File: src/rtl/fetch_unit_pkg.sv
// Shared definitions for the instruction fetch unit: FSM state encoding and
// the default boot PC.
package fetch_unit_pkg;

  typedef enum logic [1:0] {
    S_REQ   = 2'd0,
    S_WAIT  = 2'd1,
    S_HOLD  = 2'd2,
    S_DRAIN = 2'd3
  } fetch_state_e;

  localparam logic [31:0] DEFAULT_RESET_PC = 32'h8000_0000;

  function automatic logic [31:0] pcPlus4(input logic [31:0] pc);
    return pc + 32'd4;
  endfunction

endpackage

File: src/rtl/fetch_unit.sv
// Single-outstanding-request instruction fetch unit: issues word fetches,
// pushes returned words into the instruction buffer and handles redirects.
module fetch_unit
  import fetch_unit_pkg::*;
#(
  parameter logic [31:0] RESET_PC        = DEFAULT_RESET_PC,
  parameter int          IMEM_ADDR_WIDTH = 32
) (
  input  logic                       clk,
  input  logic                       reset,
  input  logic                       flush,
  input  logic [31:0]                redirect_pc,
  output logic                       imem_req_valid,
  input  logic                       imem_req_ready,
  output logic [IMEM_ADDR_WIDTH-1:0] imem_req_addr,
  input  logic                       imem_resp_valid,
  input  logic [31:0]                imem_resp_data,
  input  logic                       ins_full,
  output logic                       wr_en,
  output logic [31:0]                pc_out,
  output logic [31:0]                next_pc_out,
  output logic [31:0]                instruction_out,
  output logic [31:0]                fetch_count
);

  fetch_state_e r_state;
  fetch_state_e w_nextState;
  logic [31:0]  r_pc;
  logic [31:0]  r_holdPc;
  logic [31:0]  r_holdData;
  logic         r_holdValid;
  logic [31:0]  r_fetchCount;

  logic         w_reqValid;
  logic         w_handshake;
  logic         w_wrEn;
  logic [31:0]  w_pushPc;
  logic [31:0]  w_pushData;
  logic [31:0]  w_pcNext;
  logic         w_captureHold;
  logic         w_releaseHold;

  assign w_handshake = w_reqValid & imem_req_ready;

  // Flush overrides every transition and suppresses both request and push.
  always_comb begin
    w_nextState   = r_state;
    w_reqValid    = 1'b0;
    w_wrEn        = 1'b0;
    w_pushPc      = 32'd0;
    w_pushData    = 32'd0;
    w_pcNext      = r_pc;
    w_captureHold = 1'b0;
    w_releaseHold = 1'b0;
    if (reset) begin
      case (r_state)
        S_REQ: begin
          w_reqValid = !flush;
          if (flush)
            w_nextState = w_handshake ? S_DRAIN : S_REQ;
          else if (w_handshake)
            w_nextState = S_WAIT;
        end
        S_WAIT: begin
          if (flush) begin
            w_nextState = imem_resp_valid ? S_REQ : S_DRAIN;
          end else if (imem_resp_valid && !ins_full) begin
            w_wrEn      = 1'b1;
            w_pushPc    = r_pc;
            w_pushData  = imem_resp_data;
            w_pcNext    = pcPlus4(r_pc);
            w_nextState = S_REQ;
          end else if (imem_resp_valid) begin
            w_captureHold = 1'b1;
            w_nextState   = S_HOLD;
          end
        end
        S_HOLD: begin
          if (flush) begin
            w_nextState = S_REQ;
          end else if (!ins_full && r_holdValid) begin
            w_wrEn        = 1'b1;
            w_pushPc      = r_holdPc;
            w_pushData    = r_holdData;
            w_pcNext      = pcPlus4(r_pc);
            w_releaseHold = 1'b1;
            w_nextState   = S_REQ;
          end
        end
        S_DRAIN: begin
          if (flush || imem_resp_valid)
            w_nextState = S_REQ;
        end
        default: w_nextState = S_REQ;
      endcase
      if (flush)
        w_pcNext = {redirect_pc[31:2], 2'b00};
    end
  end

  always_ff @(posedge clk) begin
    if (!reset) begin
      r_state      <= S_REQ;
      r_pc         <= RESET_PC;
      r_holdValid  <= 1'b0;
      r_holdPc     <= 32'd0;
      r_holdData   <= 32'd0;
      r_fetchCount <= 32'd0;
    end else begin
      r_state <= w_nextState;
      r_pc    <= w_pcNext;
      if (w_wrEn)
        r_fetchCount <= r_fetchCount + 32'd1;
      if (flush || w_releaseHold) begin
        r_holdValid <= 1'b0;
      end else if (w_captureHold) begin
        r_holdValid <= 1'b1;
        r_holdPc    <= r_pc;
        r_holdData  <= imem_resp_data;
      end
    end
  end

  // All outputs read as zero while reset is asserted.
  assign imem_req_valid  = w_reqValid;
  assign imem_req_addr   = reset ? IMEM_ADDR_WIDTH'(r_pc) : '0;
  assign wr_en           = w_wrEn;
  assign pc_out          = w_pushPc;
  assign instruction_out = w_pushData;
  assign next_pc_out     = w_wrEn ? pcPlus4(w_pushPc) : 32'd0;
  assign fetch_count     = reset ? r_fetchCount : 32'd0;

endmodule

File: config.mk
export PLATFORM = sky130hd
export DESIGN_NAME = fetch_unit
export DESIGN_NICKNAME = d
export VERILOG_FILES = /design/src/rtl/fetch_unit_pkg.sv /design/src/rtl/fetch_unit.sv
export SDC_FILE = /design/constraint.sdc
export NUM_CORES = 1
export LEC_CHECK = 0
export CAP_MARGIN = 25
export CORE_UTILIZATION = 53
export DETAILED_ROUTE_END_ITERATION = 8
export PLACE_DENSITY = 0.92
export SYNTH_ARGS = -nofsm -noshare
export SYNTH_HDL_FRONTEND = slang
export SYNTH_SLANG_ARGS = --single-unit
export TNS_END_PERCENT = 50
File: constraint.sdc
create_clock -name clk -period 15.25 [get_ports clk]
set_input_delay 3.05 -clock clk [delete_from_list [all_inputs] [get_ports clk]]
set_output_delay 3.05 -clock clk [all_outputs]
set_load 0.01 [all_outputs]
# After elaboration in Yosys (flattened, before gate mapping)
# Index checks and enable logic that the tools add are counted.
# W data, S select, Z words.
# word_totals
ff_bits	131
input_bits	70
out_inout_bits	162
word_cells	83
# op_classes
addsub	3
eq_ne	10
n_mux	45
n_bitwise	3
reduce_logical	15
# ops
operator	n
$mux W32	16
$pmux W32 S2	3
$add A32 B3 Y32 const B	2
$add A32 B1 Y32 const B	1
$mux W2	10
$mux W1	14
$ne A3 B3 Y1 const B	3
$pmux W2 S4	1
$ne A2 B2 Y1 const B	3
$reduce_and A3 Y1	2
$eq A2 B2 Y1 const B	2
$ne A4 B4 Y1 const B	1
$reduce_and A4 Y1	1
$reduce_or A2 Y1	2
$reduce_bool A3 Y1	1
$eq A2 B1 Y1 const B	1
$logic_and A1 B1 Y1	2
$logic_not A1 Y1	2
$logic_not A2 Y1	1
$logic_or A1 B1 Y1	2
$not A1 Y1	2
$pmux W1 S2	1
$reduce_and A2 Y1	1
$reduce_bool A2 Y1	1
$and A1 B1 Y1	1

# Longest topological paths before layout
# Gate-level depths: netlist of run 1.
# logic_depth
ltp_word	9
depth_mapped	18
ltp_nobuf	11

# Least setup slack after synthesis of run 1
# No wires, ideal clock.
# synth_path
path_type	input -> output
startpoint	in ins_full
endpoint	out next_pc_out[30]
t_arrival_ps	6449
required_ps	12200
slack_ps	5751
path_stages	16
path_buffers	7
path_cell_list	and4bb_2 buf_4 buf_4 buf_2 buf_2 buf_1 clkbuf_1 a22oi_1 nor2_1 ha_1 and3_1 nand4_1 or4_1 buf_2 nor3_2 mux2_1
# synth_between
elab_chain_len	8
elab_cells_between_ends	17
cone_classes	1 x add/sub; 13 x mux; 3 x reduce/logical
# synth_lines
item	line_no	text
start, declared	fetch_unit.sv:18	input logic ins_full,
$logic_not A1 Y1 (*)	fetch_unit.sv:67, fetch_unit.sv:81	
$logic_and A1 B1 Y1 (on tied branches)	fetch_unit.sv:81, fetch_unit.sv:67	
$mux W32 (on tied branches)	fetch_unit.sv:81, fetch_unit.sv:67	
$mux W32 (on tied branches)	fetch_unit.sv:79, fetch_unit.sv:65	
$pmux W32 S2 (*)	fetch_unit.sv:56	case (r_state)
$mux W32 (*)	fetch_unit.sv:55	if (reset) begin
via pc_out[2]	fetch_unit.sv:20	output logic [31:0] pc_out,
$add A32 B3 Y32 (*)	fetch_unit_pkg.sv:15	return pc + 32'd4;
$mux W32 (*)	fetch_unit.sv:130	assign next_pc_out = w_wrEn ? pcPlus4(w_pushPc) : 32'd0;
end, declared	fetch_unit.sv:21	output logic [31:0] next_pc_out,
# Mark *: on every way through the listed nets, which the timed path passes. The rest lies on a longest branch.

# Worst setup path in the final report of run 1
# layout_path
startpoint	in ins_full
endpoint	out next_pc_out[28]
# layout_between
elab_chain_len	8
elab_cells_between_ends	17
cone_classes	1 x add/sub; 13 x mux; 3 x reduce/logical
# layout_lines
item	line_no
$logic_not A1 Y1 (*)	fetch_unit.sv:67, fetch_unit.sv:81
$logic_and A1 B1 Y1 (on tied branches)	fetch_unit.sv:81, fetch_unit.sv:67
$mux W32 (on tied branches)	fetch_unit.sv:81, fetch_unit.sv:67
$mux W32 (on tied branches)	fetch_unit.sv:79, fetch_unit.sv:65
$pmux W32 S2	fetch_unit.sv:56
$mux W32	fetch_unit.sv:55
$add A32 B3 Y32	fetch_unit_pkg.sv:15
$mux W32 (*)	fetch_unit.sv:130
# Mark *: on every way between the ends. The rest lies on a longest branch, timed or not.

==> out/metrics.yaml, run 1 <==
grt:
  grt_use_total: 0.301
  antenna_found_initial: 0
  gr-total-overflow: 0
  grt_max_degree: 108
  grt_pass1_vias: 7701
  grt_pass1_wl_um: 38700
yosys:
  synth_cell_type_count: 71
  synth_ff_type: "dfxtp_1"
  async_flop_share: 0
  netlist_instances: 1075
  netlist_area_um2: 8120
  yosysSeqAreaShare: 0.313
  yosys_warnings: 0
  synth-seq-cells: 127
  synth.avg_cell_area_um2: 7.56
  synth_edf_count: 0
drt:
  antenna_left: 0
  vias: 8461
  wl_um: 24300
  routed-wl-met3_um: 1920
  vias_per_cell: 5.93
  drc: 0
  top_layer: "met4"
  drtPass1Iterations: 5
  post_drt_wl_per_cell_um: 17.0
  drtIter0Drc: 808
  wl_met1_um: 10100
  wl_met2_um: 11700
sta:
  setup_viol: 0
  period_needed_ns: 10.52
  slew_violations: 0
  fin_crit_sh: 0.690
  final.setup.tns_ns: 0
  worst_pin_slew_ns: 0.905
  fmax_mhz: 95.0
  relSlewSlack: 0.397
  fin_skew_ns: 0.00570
  rsz0062_at_grt: "false"
  hold_viol_final: 0
pwr:
  peakVddDrop_mv: 0.0914
  p_per_area_nw_per_um2: 78.8
  p_leak_nw: 3.68
min_path:
  hold_start: "r_holdData[28]$_SDFFE_PN0P_"
  holdPathEnd: "r_holdData[28]$_SDFFE_PN0P_"
  min_path_type: "flop to flop"
  holdPathStages: 2
cells_and_area:
  antenna_cells: 0
  nNetsFinal: 1309
  drive_above_1_share: 0.0531
  syn2layout_area_growth_pct: 34.3
  fill_cells: 1109
  layout_common_cells: "222 x clkdlybuf4s50_1, 181 x nand2_1, 127 x dfxtp_1, 102 x and2_1, 82 x nor2_1"
  layout_commonest_cell: "clkdlybuf4s50_1"
  fin_cells: 1428
placement:
  io_buffers: 223
  dpl.hpwl_um: 16100
  gp_congestion: 0.855
  dp.cells: 1395
clocking:
  cts_resized: 0
  cts_setup_buffers: 0
  numCtsBuffers: 17
  clkSinkCount: 127
  cts.clk_slew.worst_paths_ns: 0.06
  htree_levels: 4
  cts_buffer_depth: 2
  clockRootBuffer: "clkbuf_16"
  ctsHoldBuffers: 0
  clock_latency_ns: 0.42
  cts_tree: "built"
setup_path:
  ff2ff_path_depth: 10
  r2r-start: "r_state[1]$_SDFFE_PN0P_"
  crit_path_end_kind: "output port"
  startpoint_type: "input port"
  arrival_ns: 7.47
  critPathKind: "input port to output port"
  crit_path_frequent_cell: "clkdlybuf4s50_1"
  crit_slowest_cell: "and4bb_4"
  timing.rr.end: "r_fetchCount[29]$_SDFFE_PN0P_"
  path_delay_family: "simple AND/OR/NAND/NOR gates"
  cp_max_fo: 50
  reg2reg_setup_slack_ns: 11.45
  cp_data_required_time_ns: 12.20
  critPathBufInv: 4
  worstPathCellList: "clkdlybuf4s50_1 -> and4bb_4 -> buf_12 -> o21ai_1 -> inv_2 -> and2_1 -> nand4b_1 -> or4_1 -> nor4_2 -> mux2i_1 -> clkdlybuf4s50_1"
  slowest_delay_ns: 0.81
run:
  drv_cap: 0
floorplan:
  core_um2: 14800
  initial_core_util: 0.551
  fp.dieW_um: 126
  ios: 232
  dieArea_um2: 15800
  rows: 44
  die_h_um: 126
run_status:
  status: "completed"
where the power goes:
group / switching [mW] / internal [mW] / total (mW)
registers: 0.0134 / 0.339 / 0.352
logic: 0.0384 / 0.0405 / 0.0790
clock network: 0.148 / 0.280 / 0.428
total: 0.200 / 0.660 / 0.860
synthesized netlist by cell type, types with 20 or more instances:
| cell | count | share of area |
|---|---|---|
| and3_1 | 20 | 0.015 |
| dfxtp_1 | 127 | 0.31 |
| o21ai_0 | 34 | 0.021 |
| nand2_1 | 182 | 0.084 |
| nand4_1 | 26 | 0.020 |
| a21boi_0 | 73 | 0.067 |
| a22oi_1 | 52 | 0.048 |
| xnor2_1 | 36 | 0.039 |
| a21oi_1 | 31 | 0.019 |
| and2_1 | 102 | 0.079 |
| nor2_1 | 82 | 0.038 |
| xor2_1 | 22 | 0.024 |
| nand3_1 | 31 | 0.019 |
| clkbuf_1 | 71 | 0.033 |
worst min-delay path: stages, from the launching register on:
cell and delay, ns:
dfxtp_1 0.31, nand2_1 0.05, a21boi_0 0.06
how the worst max path moves through the flow:
stage                           end  depth (start not counted)     start  slack, ns
finish              next_pc_out[28]                         11  ins_full       4.73
CTS                 next_pc_out[26]                         11  ins_full       4.52
floorplan           next_pc_out[30]                         16  ins_full       5.75
global route        next_pc_out[28]                         11  ins_full       4.53
detailed placement  next_pc_out[31]                          9  ins_full       4.55
global placement    next_pc_out[28]                         11  ins_full       4.59
final cells by class:
class	instances	area [um^2]	area share
clock inverters	11	164	0.0150
flip-flops and latches	127	2540	0.233
clock buffers	20	457	0.0419
repair buffers	232	2350	0.215
inverters	9	33.8	0.00310
multi-input cells	845	5130	0.470
well taps	184	230	0.0211
routing by layer:
layer,vias up,global-route usage
li1,4022,-
met1,3991,0.383
met2,405,0.508
met3,43,0.0590
met4,0,0.108
met5,-,0
logic make-up after synthesis:
kind of cell | synth area share
simple gates | 0.329
compound gates | 0.213
flops | 0.313
buf+inv | 0.0598
xor+xnor | 0.0625
mux | 0.0120
fa+ha+maj | 0.0108
other cells | 0.000462
flip-flops by register name, indices dropped and copies added (netlist names):
register      count
r_holdPc         30
r_pc             30
r_holdData       32
r_holdValid       1
r_state           2
r_fetchCount     32
stage by stage:
step	cell area (um^2)	total power, mW	hold slack [ns]	setup slack (ns)	util
floorplan	8140	0.399	0.443	5.75	-
global placement	10200	0.434	0.451	4.59	0.692
detailed placement	10200	0.436	0.459	4.55	0.694
CTS	10900	0.862	0.468	4.52	0.736
global route	10900	0.886	0.485	4.53	0.739
finish	10900	0.860	0.467	4.73	0.739
Note: power is estimated with default switching activity, not from simulation.
==> run 2, diff against run 1 <==
--- a/config.mk
+++ b/config.mk
@@ -6,9 +6,9 @@
 export NUM_CORES = 1
 export LEC_CHECK = 0
 export CAP_MARGIN = 25
-export CORE_UTILIZATION = 53
+export CORE_UTILIZATION = 49
 export DETAILED_ROUTE_END_ITERATION = 8
-export PLACE_DENSITY = 0.92
+export PLACE_DENSITY = 0.86
 export SYNTH_ARGS = -nofsm -noshare
 export SYNTH_HDL_FRONTEND = slang
 export SYNTH_SLANG_ARGS = --single-unit
==> constraint.sdc (replaced) <==
create_clock -name clk -period 10 [get_ports clk]
set_input_delay 2 -clock clk [delete_from_list [all_inputs] [get_ports clk]]
set_output_delay 2 -clock clk [all_outputs]
set_load 0.01 [all_outputs]
==> run 2 against run 1 <==
  * Count of clock-buffer cells in the layout increased by 2
  * Critical path type unchanged
  * Combinational power is 52% higher
  * Sequential power rose by 53%
  * Final cell count is 2.5% higher
  * Global-route usage shrank 1.9 points
  * Die area is 8.0% higher
  * Utilization down 5.7 points
  * Wire length down 0.46%
  * Hold slack got worse by 0.0016 ns
  * Sequential share of layout area is 0.11 points lower
  * First-iteration DRC count is 17% lower
==> out/metrics.yaml, run 2 (synthesized netlist as in run 1, its figures left out) <==
placement:
  io_buffers: 223  # unchanged
  gp_congestion: 0.819  # -4.2%
  dpl.hpwl_um: 16200  # +0.48%
  dp.cells: 1430  # +2.5%
  pre_cts_slack_ns: 1.69  # -2.87 ns
clocking:
  clkSinkCount: 127  # unchanged
  ctsHoldBuffers: 0  # unchanged
  cts.clk_slew.worst_paths_ns: 0.05  # about the same
  cts_resized: 0  # unchanged
  clockRootBuffer: "clkbuf_16"
  cts_buffer_depth: 2  # unchanged
  numCtsBuffers: 17  # unchanged
  clock_latency_ns: 0.42  # about the same
  cts_setup_buffers: 0  # unchanged
  htree_levels: 4  # unchanged
  cts_tree: "built"
sta:
  period_needed_ns: 8.38
  slew_violations: 0  # unchanged
  setup_viol: 0  # unchanged
  fin_crit_sh: 0.838
  fmax_mhz: 119
  worst_pin_slew_ns: 0.862  # -0.0431 ns
  setup_ws_ns: 1.62  # -3.11 ns
  rsz0062_at_grt: "false"
  fin_skew_ns: 0.00883  # +0.00313 ns
  final.setup.tns_ns: 0  # unchanged
  relSlewSlack: 0.425  # +0.0288
  hold_viol_final: 0  # unchanged
drt:
  vias_per_cell: 5.72  # -3.4%
  drc: 0  # unchanged
  vias: 8376  # -1.0%
  drtIter0Drc: 673  # -17%
  post_drt_wl_per_cell_um: 16.5  # -2.9%
  antenna_left: 0  # unchanged
  drtPass1Iterations: 5  # unchanged
  wl_um: 24100  # -0.46%
cells_and_area:
  syn2layout_area_growth_pct: 34.9
  fin_util: 0.683  # -0.0567
  fill_cells: 1300  # +17%
  multi_input_area_um2: 5130  # about the same
  register_area_um2: 2540  # unchanged
  nNetsFinal: 1311  # +0.15%
  fin_cells: 1464  # +2.5%
  layout_commonest_cell: "clkdlybuf4s50_1"
  top_regs: "r_fetchCount: 32 flops, r_holdData: 32 flops"
  drive_above_1_share: 0.0545  # +0.00148
  layout_common_cells: "222 x clkdlybuf4s50_1, 181 x nand2_1, 127 x dfxtp_1, 102 x and2_1, 82 x nor2_1"
setup_path:
  startpoint: "ins_full"
  ff2ff_path_depth: 9  # -1
  critPathKind: "input port to output port"
  timing.rr.end: "r_fetchCount[31]$_SDFFE_PN0P_"
  r2r-start: "r_state[0]$_SDFFE_PN0P_"
  cp_max_fo: 38  # -24%
  crit_end: "next_pc_out[25]"
  cp_data_required_time_ns: 8.00  # -4.20 ns
  arrival_ns: 6.38  # -1.09 ns
  reg2reg_setup_slack_ns: 6.30  # -5.15 ns
  crit_path_end_kind: "output port"
  startpoint_type: "input port"
grt:
  grt_pass1_vias: 7489  # -2.8%
  grt_max_degree: 132  # +22%
  busiest_layer: "met2"
  grt_use_total: 0.282  # -0.0190
  gr-usage-met1: 0.360  # -0.0236
  antenna_found_initial: 0  # unchanged
  gr-total-overflow: 0  # unchanged
  grt_use_met2: 0.458  # -0.0497
  grt_pass1_wl_um: 37700  # -2.6%
  use_met3: 0.0611  # +0.00203
pwr:
  p_per_area_nw_per_um2: 121  # +53%
  p_leak_nw: 3.69  # +0.37%
  p_total_mw: 1.32  # +54%
  peakVddDrop_mv: 0.125  # +36%
run_status:
  status: "completed"
floorplan:
  core_um2: 16100  # +8.8%
  die_h_um: 131  # +3.9%
  fp.dieW_um: 131  # +3.9%
  rows: 46  # +4.5%
  ios: 232  # unchanged
  dieArea_um2: 17100  # +8.0%
  initial_core_util: 0.506  # -0.0447
run:
  drv_cap: 0  # unchanged
min_path:
  min_path_type: "flop to flop"
==> run 2: cell types whose count changed in the layout (fill, tap and decap cells not counted), sizes merged <==
cell	before	now
clkbuf	20	22
clkinv	6	5
diode	0	1
buf	10	12
==> run 2: layer usage <==
metal  part of all wire  wire, um  up-vias
li1                   -         -     4031
met4              0.026       639        0
met2               0.48     11500      370
met5                  0         0        -
met1               0.42     10100     3925
met3              0.082      1980       50
==> run 2: report_power, final <==
group	leakage, nW	switching, mW	internal, mW
sequential	1.03	0.0209	0.517
combinational	2.35	0.0580	0.0624
clock	0.306	0.230	0.436
total	3.69	0.309	1.02
==> run 2: layout make-up <==
class                      instances  share of cell area
multi-input combinational        845               0.468
sequential                       127               0.232
timing repair buffer             234               0.215
clock buffer                      22              0.0433
tap                              216              0.0247
clock inverter                    10              0.0145
inverter                           9             0.00308
antenna                            1            0.000228
==> run 2: metrics by stage <==
step / area (um^2) / hold slack [ns]
final: 11000 / 0.465
after floorplan: 8140 / 0.443
after global routing: 11000 / 0.487
after detailed placement: 10300 / 0.459
after global placement: 10300 / 0.450
after CTS: 10900 / 0.467
==> run 2: worst max-delay path: stages <==
cell             delay [ns]
clkdlybuf4s50_1        0.59
and4bb_2               0.96
a22oi_1                0.30
nor4_4                 0.49
nand3_2                0.25
or4_1                  0.72
o31ai_1                0.45
clkdlybuf4s50_1        0.61
==> run 2: worst min-delay path by stage <==
stage	from	to	slack, ns	depth (start not counted)
4_1_cts	r_holdPc[29]$_SDFFE_PN0P_	r_holdPc[29]$_SDFFE_PN0P_	0.47	2
3_5_place_dp	r_holdPc[29]$_SDFFE_PN0P_	r_holdPc[29]$_SDFFE_PN0P_	0.46	2
6_report	r_holdPc[29]$_SDFFE_PN0P_	r_holdPc[29]$_SDFFE_PN0P_	0.47	2
3_3_place_gp	r_holdPc[30]$_SDFFE_PN0P_	r_holdPc[30]$_SDFFE_PN0P_	0.45	2
2_1_floorplan	r_holdPc[27]$_SDFFE_PN0P_	r_holdPc[27]$_SDFFE_PN0P_	0.44	2
5_1_grt	r_holdPc[19]$_SDFFE_PN0P_	r_holdPc[19]$_SDFFE_PN0P_	0.49	2
==> variant 1: new RTL, config.mk and constraints of run 2 <==
Register the output `fetch_count`, cleared by the reset; this adds one clock of latency there. The other outputs are not delayed to match.
--- a/src/rtl/fetch_unit.sv
+++ b/src/rtl/fetch_unit.sv
@@ -129,5 +129,11 @@
   assign instruction_out = w_pushData;
   assign next_pc_out     = w_wrEn ? pcPlus4(w_pushPc) : 32'd0;
-  assign fetch_count     = reset ? r_fetchCount : 32'd0;
+  always_ff @(posedge clk) begin
+    if (!reset) begin
+      fetch_count <= '0;
+    end else begin
+      fetch_count <= reset ? r_fetchCount : 32'd0;
+    end
+  end
 
 endmodule
Check against the original RTL: not equivalent (Yosys sat finds a counterexample within 4 cycles, from zero or initial values and one cycle with reset low).
==> variant 1 against run 2 <==
Total power is 7.8% higher; non-clock buffer count stayed put; synthesized area is 6.3% higher; final area is 4.4% higher; hold slack better by 0.0011 ns; first-iteration DRC count is 15% higher; sequential cell count is 32 higher; routed wire length is 2.1% higher; count of clock-buffer cells in the layout is 2 lower; synthesized cell count is 0.28% higher; register-to-register slack worse by 0.56 ns; setup slack worse by 0.080 ns; clock power is 0.9% lower; highest routed layer unchanged.
==> variant 1: results (changes against run 2) <==
synth:
  post_synth_main_area_contributors: "sky130_fd_sc_hd__dfxtp_1 37%, sky130_fd_sc_hd__nand2_1 8.4%, sky130_fd_sc_hd__and2_1 7.3%"
  synth_top_area_share: 0.369  # +0.0556
  postSynthCellCount: 1078  # +0.28%
  synth_sequential_area_ratio: 0.369  # +0.0556
  yosys.cell_types.count: 70  # -1.4%
cts:
  clkSlewWorstSetupHoldPaths_ns: 0.07  # +0.02 ns
pwr:
  power_switching_share: 0.253  # +0.0192
  power_leakage_uw: 0.00384  # +4.0%
detailed_routing:
  wl_um: 24700  # +2.1%
  wl_met1_um: 10500  # +4.5%
  met2_length_um: 11400  # -0.59%
  met3WireLength_um: 1850  # -6.3%
  post_drt_via_cell_ratio: 5.59  # -2.4%
global_route:
  grt_util_met1: 0.350  # -0.00991
  number_of_global_route_vias_before_repair: 7455  # -0.45%
  globalRouteMet2Util: 0.416  # -0.0417
  grt_start_max_net_pins: 109  # -17%
final_layout:
  drive_gt1_frac: 0.0618  # +0.00728
  fin_nets: 1326  # +1.1%
  antenna_cells_inserted: 0  # -1
  largestRegisters: "fetch_count (32), r_fetchCount (32), r_holdData (32)"
placed_design:
  place_congestion: 0.903  # +10%
  hpwlAfterDp_um: 16800  # +3.4%
run_status:
  run_status: "completed"
worst_setup_path:
  worst-endpoint-arrival_ns: 6.46  # +0.08 ns
  worst_path_largest_cell_delay_ns: 0.74  # -0.22 ns
timing:
  fin_worst_skew_ns: 0.0115  # +0.00263 ns
variant 1: final timing paths:
check	cells after the start	slack [ns]	endpoint	startpoint
min	2	0.47	r_holdPc[27]	r_holdPc[27]
max	10	1.54	next_pc_out[31]	flush
max reg2reg	11	5.74	r_fetchCount[31]	r_state[1]
min reg2reg	2	0.47	r_holdPc[27]	r_holdPc[27]
variant 1: cells by family (layout without fill, tap and decap cells):
| family | Yosys count | count (layout) | synth area share |
|---|---|---|---|
| simple gates | 520 | 520 | 0.306 |
| compound gates | 222 | 222 | 0.186 |
| flops | 159 | 159 | 0.369 |
| buf+inv | 95 | 274 | 0.0509 |
| xor+xnor | 62 | 62 | 0.0629 |
| mux | 12 | 12 | 0.0151 |
| fa+ha+maj | 7 | 7 | 0.0101 |
| other cells | 1 | 6 | 0.000434 |
variant 1: power groups by stage:
stage	clock (uW)	combinational [uW]	sequential, uW
6_report	660	107	661
5_1_grt	694	116	662
4_1_cts	669	107	660
3_5_place_dp	0	106	674
3_3_place_gp	0	104	673
2_1_floorplan	0	61.8	665
variant 1: final cells by class:
cell class | instances | area (um2)
fill | 1420 | 5800
multi-input combinational | 829 | 5030
sequential | 159 | 3180
timing repair buffer | 234 | 2310
clock buffer | 20 | 457
tap | 225 | 282
clock inverter | 12 | 143
inverter | 8 | 30.0
variant 1: through the flow:
step            util  hold slack [ns]  total power (uW)  setup WS, ns
2_1_floorplan      -            0.439               727          2.16
3_3_place_gp   0.629            0.451               778          1.70
3_5_place_dp   0.629            0.458               780          1.64
4_1_cts        0.664            0.467              1440          1.62
5_1_grt        0.664            0.488              1470          1.33
6_report       0.664            0.466              1430          1.54
variant 1: critical path, delay by kind of cell:
family	cells	cell delay (ns)
buffers and inverters	3	1.91
muxes	1	0.33
AOI/OAI and AO/OA	1	0.31
and+or+nand+nor	5	1.88
==> variant 2: new RTL, config.mk and constraints of run 2 <==
Made on the original files. Change the parameter `IMEM_ADDR_WIDTH` from 32 to 16.
--- a/src/rtl/fetch_unit.sv
+++ b/src/rtl/fetch_unit.sv
@@ -5,5 +5,5 @@
 #(
   parameter logic [31:0] RESET_PC        = DEFAULT_RESET_PC,
-  parameter int          IMEM_ADDR_WIDTH = 32
+  parameter int          IMEM_ADDR_WIDTH = 16
 ) (
   input  logic                       clk,
Ports: changed (resized imem_req_addr); port bits go from 232 to 216. The function was not compared with the original's and may differ.
==> variant 2 against run 2 <==
Critical path depth rose by 3; highest routed layer unchanged; sequential cell count did not move; sequential power barely moved; register-to-register slack improved by 0.62 ns; sequential share of layout area rose by 1.2 points; routed wire length rose by 0.40%; critical endpoint is now next_pc_out[20]; critical path type unchanged; final area fell by 5.0%; total power fell by 6.2%; fmax rose by 0.67%; synthesized area fell by 3.7%; largest cell class unchanged; setup slack improved by 0.056 ns; clock power fell by 10%; largest power group unchanged.
==> variant 2: results (changes against run 2) <==
detailed_routing:
  ant_nets: 0  # unchanged
  drt_iter0_drc: 641  # -4.8%
  1st_pass_router_iterations: 5  # unchanged
  wl_per_cell_um: 17.1  # +3.7%
  post_drt_via_cell_ratio: 5.77  # +0.80%
  wl_um: 24200  # +0.40%
timing:
  timing.fmax_mhz: 120  # +0.67%
  worst-slew-pin-transition_ns: 0.853  # -0.00862 ns
  fin_worst_skew_ns: 0.00815  # -0.000682 ns
synth:
  area_fraction_in_compound_gates_after_synthesis: 0.164  # -0.0489
  ys_dominant_reg_cell: "sky130_fd_sc_hd__dfxtp_1"
  synth_sequential_area_ratio: 0.325  # +0.0121
  yosys-top-cells-count: "170 x sky130_fd_sc_hd__nand2_1, 135 x sky130_fd_sc_hd__nor2_1, 127 x sky130_fd_sc_hd__dfxtp_1"
  synth-adder-area-share: 0.0112  # +0.000417
  post_synth_main_area_contributors: "sky130_fd_sc_hd__dfxtp_1 33%, sky130_fd_sc_hd__nand2_1 8.2%, sky130_fd_sc_hd__nor2_1 6.5%"
  yosys.area_share.xor_xnor: 0.0706  # +0.00802
  synth_async_sr_flop_share: 0  # unchanged
  yosys.cell_types.count: 70  # -1.4%
  yosys-mux-area-fraction: 0.0402  # +0.0281
  syn-mean-instance-area_um2: 7.48  # -0.96%
cts:
  worst_skew_late_latency_ns: 0.42  # about the same
  cts-buffers-inserted: 17  # unchanged
  clock-root-buffer: "sky130_fd_sc_hd__clkbuf_16"
  htreeDepth: 4  # unchanged
global_route:
  grt_start_max_net_pins: 69  # -48%
  grt_usage: 0.290  # +0.00746
  number_of_global_route_vias_before_repair: 7582  # +1.2%
  first_pass_grt_wire_length_um: 37800  # +0.31%
placed_design:
  hpwlAfterDp_um: 16700  # +2.9%
  pre_cts_ws_ns: 1.78  # +0.0922 ns
  dp_cells: 1389  # -2.9%
  placedInstanceArea_um2: 9850  # -4.3%
  place_congestion: 0.913  # +12%
  portbufs: 207  # -7.2%
final_layout:
  fin_nets: 1274  # -2.8%
  drive_gt1_frac: 0.0588  # +0.00429
  antenna_cells_inserted: 0  # -1
worst_setup_path:
  worst-endpoint-arrival_ns: 6.33  # -0.05 ns
  cp_max_fo: 36  # -5.3%
  rrSetupSlack_ns: 6.92  # +0.62 ns
pwr:
  max-vdd-ir-drop_uv: 125  # +0.60%
  power_leakage_uw: 0.00351  # -5.0%
run_status:
  run_status: "completed"
-- variant 2: cell types whose count changed after synthesis, moves of 16 or more --
| cell | delta |
|---|---|
| sky130_fd_sc_hd__a21boi_0 | -73 |
| sky130_fd_sc_hd__a21oi_1 | +57 |
| sky130_fd_sc_hd__and2_1 | -38 |
| sky130_fd_sc_hd__mux2i_1 | +16 |
| sky130_fd_sc_hd__nor2_1 | +53 |
| sky130_fd_sc_hd__xnor2_1 | -18 |
| sky130_fd_sc_hd__xor2_1 | +23 |
-- variant 2: path summary, 6_finish.rpt --
check | cells past startpoint | endpoint | startpoint
worst max register to register | 8 | r_fetchCount[27] | r_state[1]
worst min-delay path | 2 | r_holdData[20] | r_holdData[20]
worst min register to register | 2 | r_holdData[20] | r_holdData[20]
worst max-delay path | 11 | next_pc_out[20] | flush
-- variant 2: cells by family (layout without fill, tap and decap cells) --
logic type / after synthesis / in the layout
AOI/OAI and AO/OA: 199 / 199
xor gates and xnor gates: 63 / 63
adders and majority gates: 7 / 7
buffers and inverters: 105 / 262
DFF: 127 / 127
muxes: 30 / 30
other: 1 / 6
and+or+nand+nor: 513 / 513
-- variant 2: area by class of cell --
type | count | area, um2
Inverter | 16 | 61.3
Sequential cell | 127 | 2540
Fill cell | 1237 | 4960
Clock inverter | 7 | 87.6
Clock buffer | 22 | 474
Tap cell | 211 | 264
Timing Repair Buffer | 217 | 2150
Multi-Input combinational cell | 818 | 4830
-- variant 2: routing by layer --
metal / global-route usage / vias up / share of wire
li1: - / 3891 / -
met1: 0.338 / 3771 / 0.38
met2: 0.490 / 440 / 0.47
met3: 0.0765 / 76 / 0.11
met4: 0.149 / 0 / 0.041
met5: 0 / - / 0
-- variant 2: critical path, cell delays in order --
cell,delay (ns)
sky130_fd_sc_hd__clkdlybuf4s50_1,0.68
sky130_fd_sc_hd__and4bb_2,0.97
sky130_fd_sc_hd__a22oi_1,0.19
sky130_fd_sc_hd__nor2_1,0.19
sky130_fd_sc_hd__ha_1,0.24
sky130_fd_sc_hd__o21ai_0,0.17
sky130_fd_sc_hd__nor4b_4,0.41
sky130_fd_sc_hd__nand4_1,0.31
sky130_fd_sc_hd__nor4b_2,0.36
sky130_fd_sc_hd__mux2i_1,0.25
sky130_fd_sc_hd__clkdlybuf4s50_1,0.56
-- variant 2: metrics by stage --
stage	total power, uW	hold slack [ns]
2_1_floorplan	599	0.432
4_1_cts	1240	0.455
3_3_place_gp	649	0.440
5_1_grt	1280	0.466
6_report	1240	0.455
3_5_place_dp	651	0.447
-- variant 2: power by group --
group / internal (uW) / total, uW / switching (uW)
registers: 516 / 536 / 19.4
clock network: 380 / 599 / 219
logic: 49.1 / 107 / 58.4
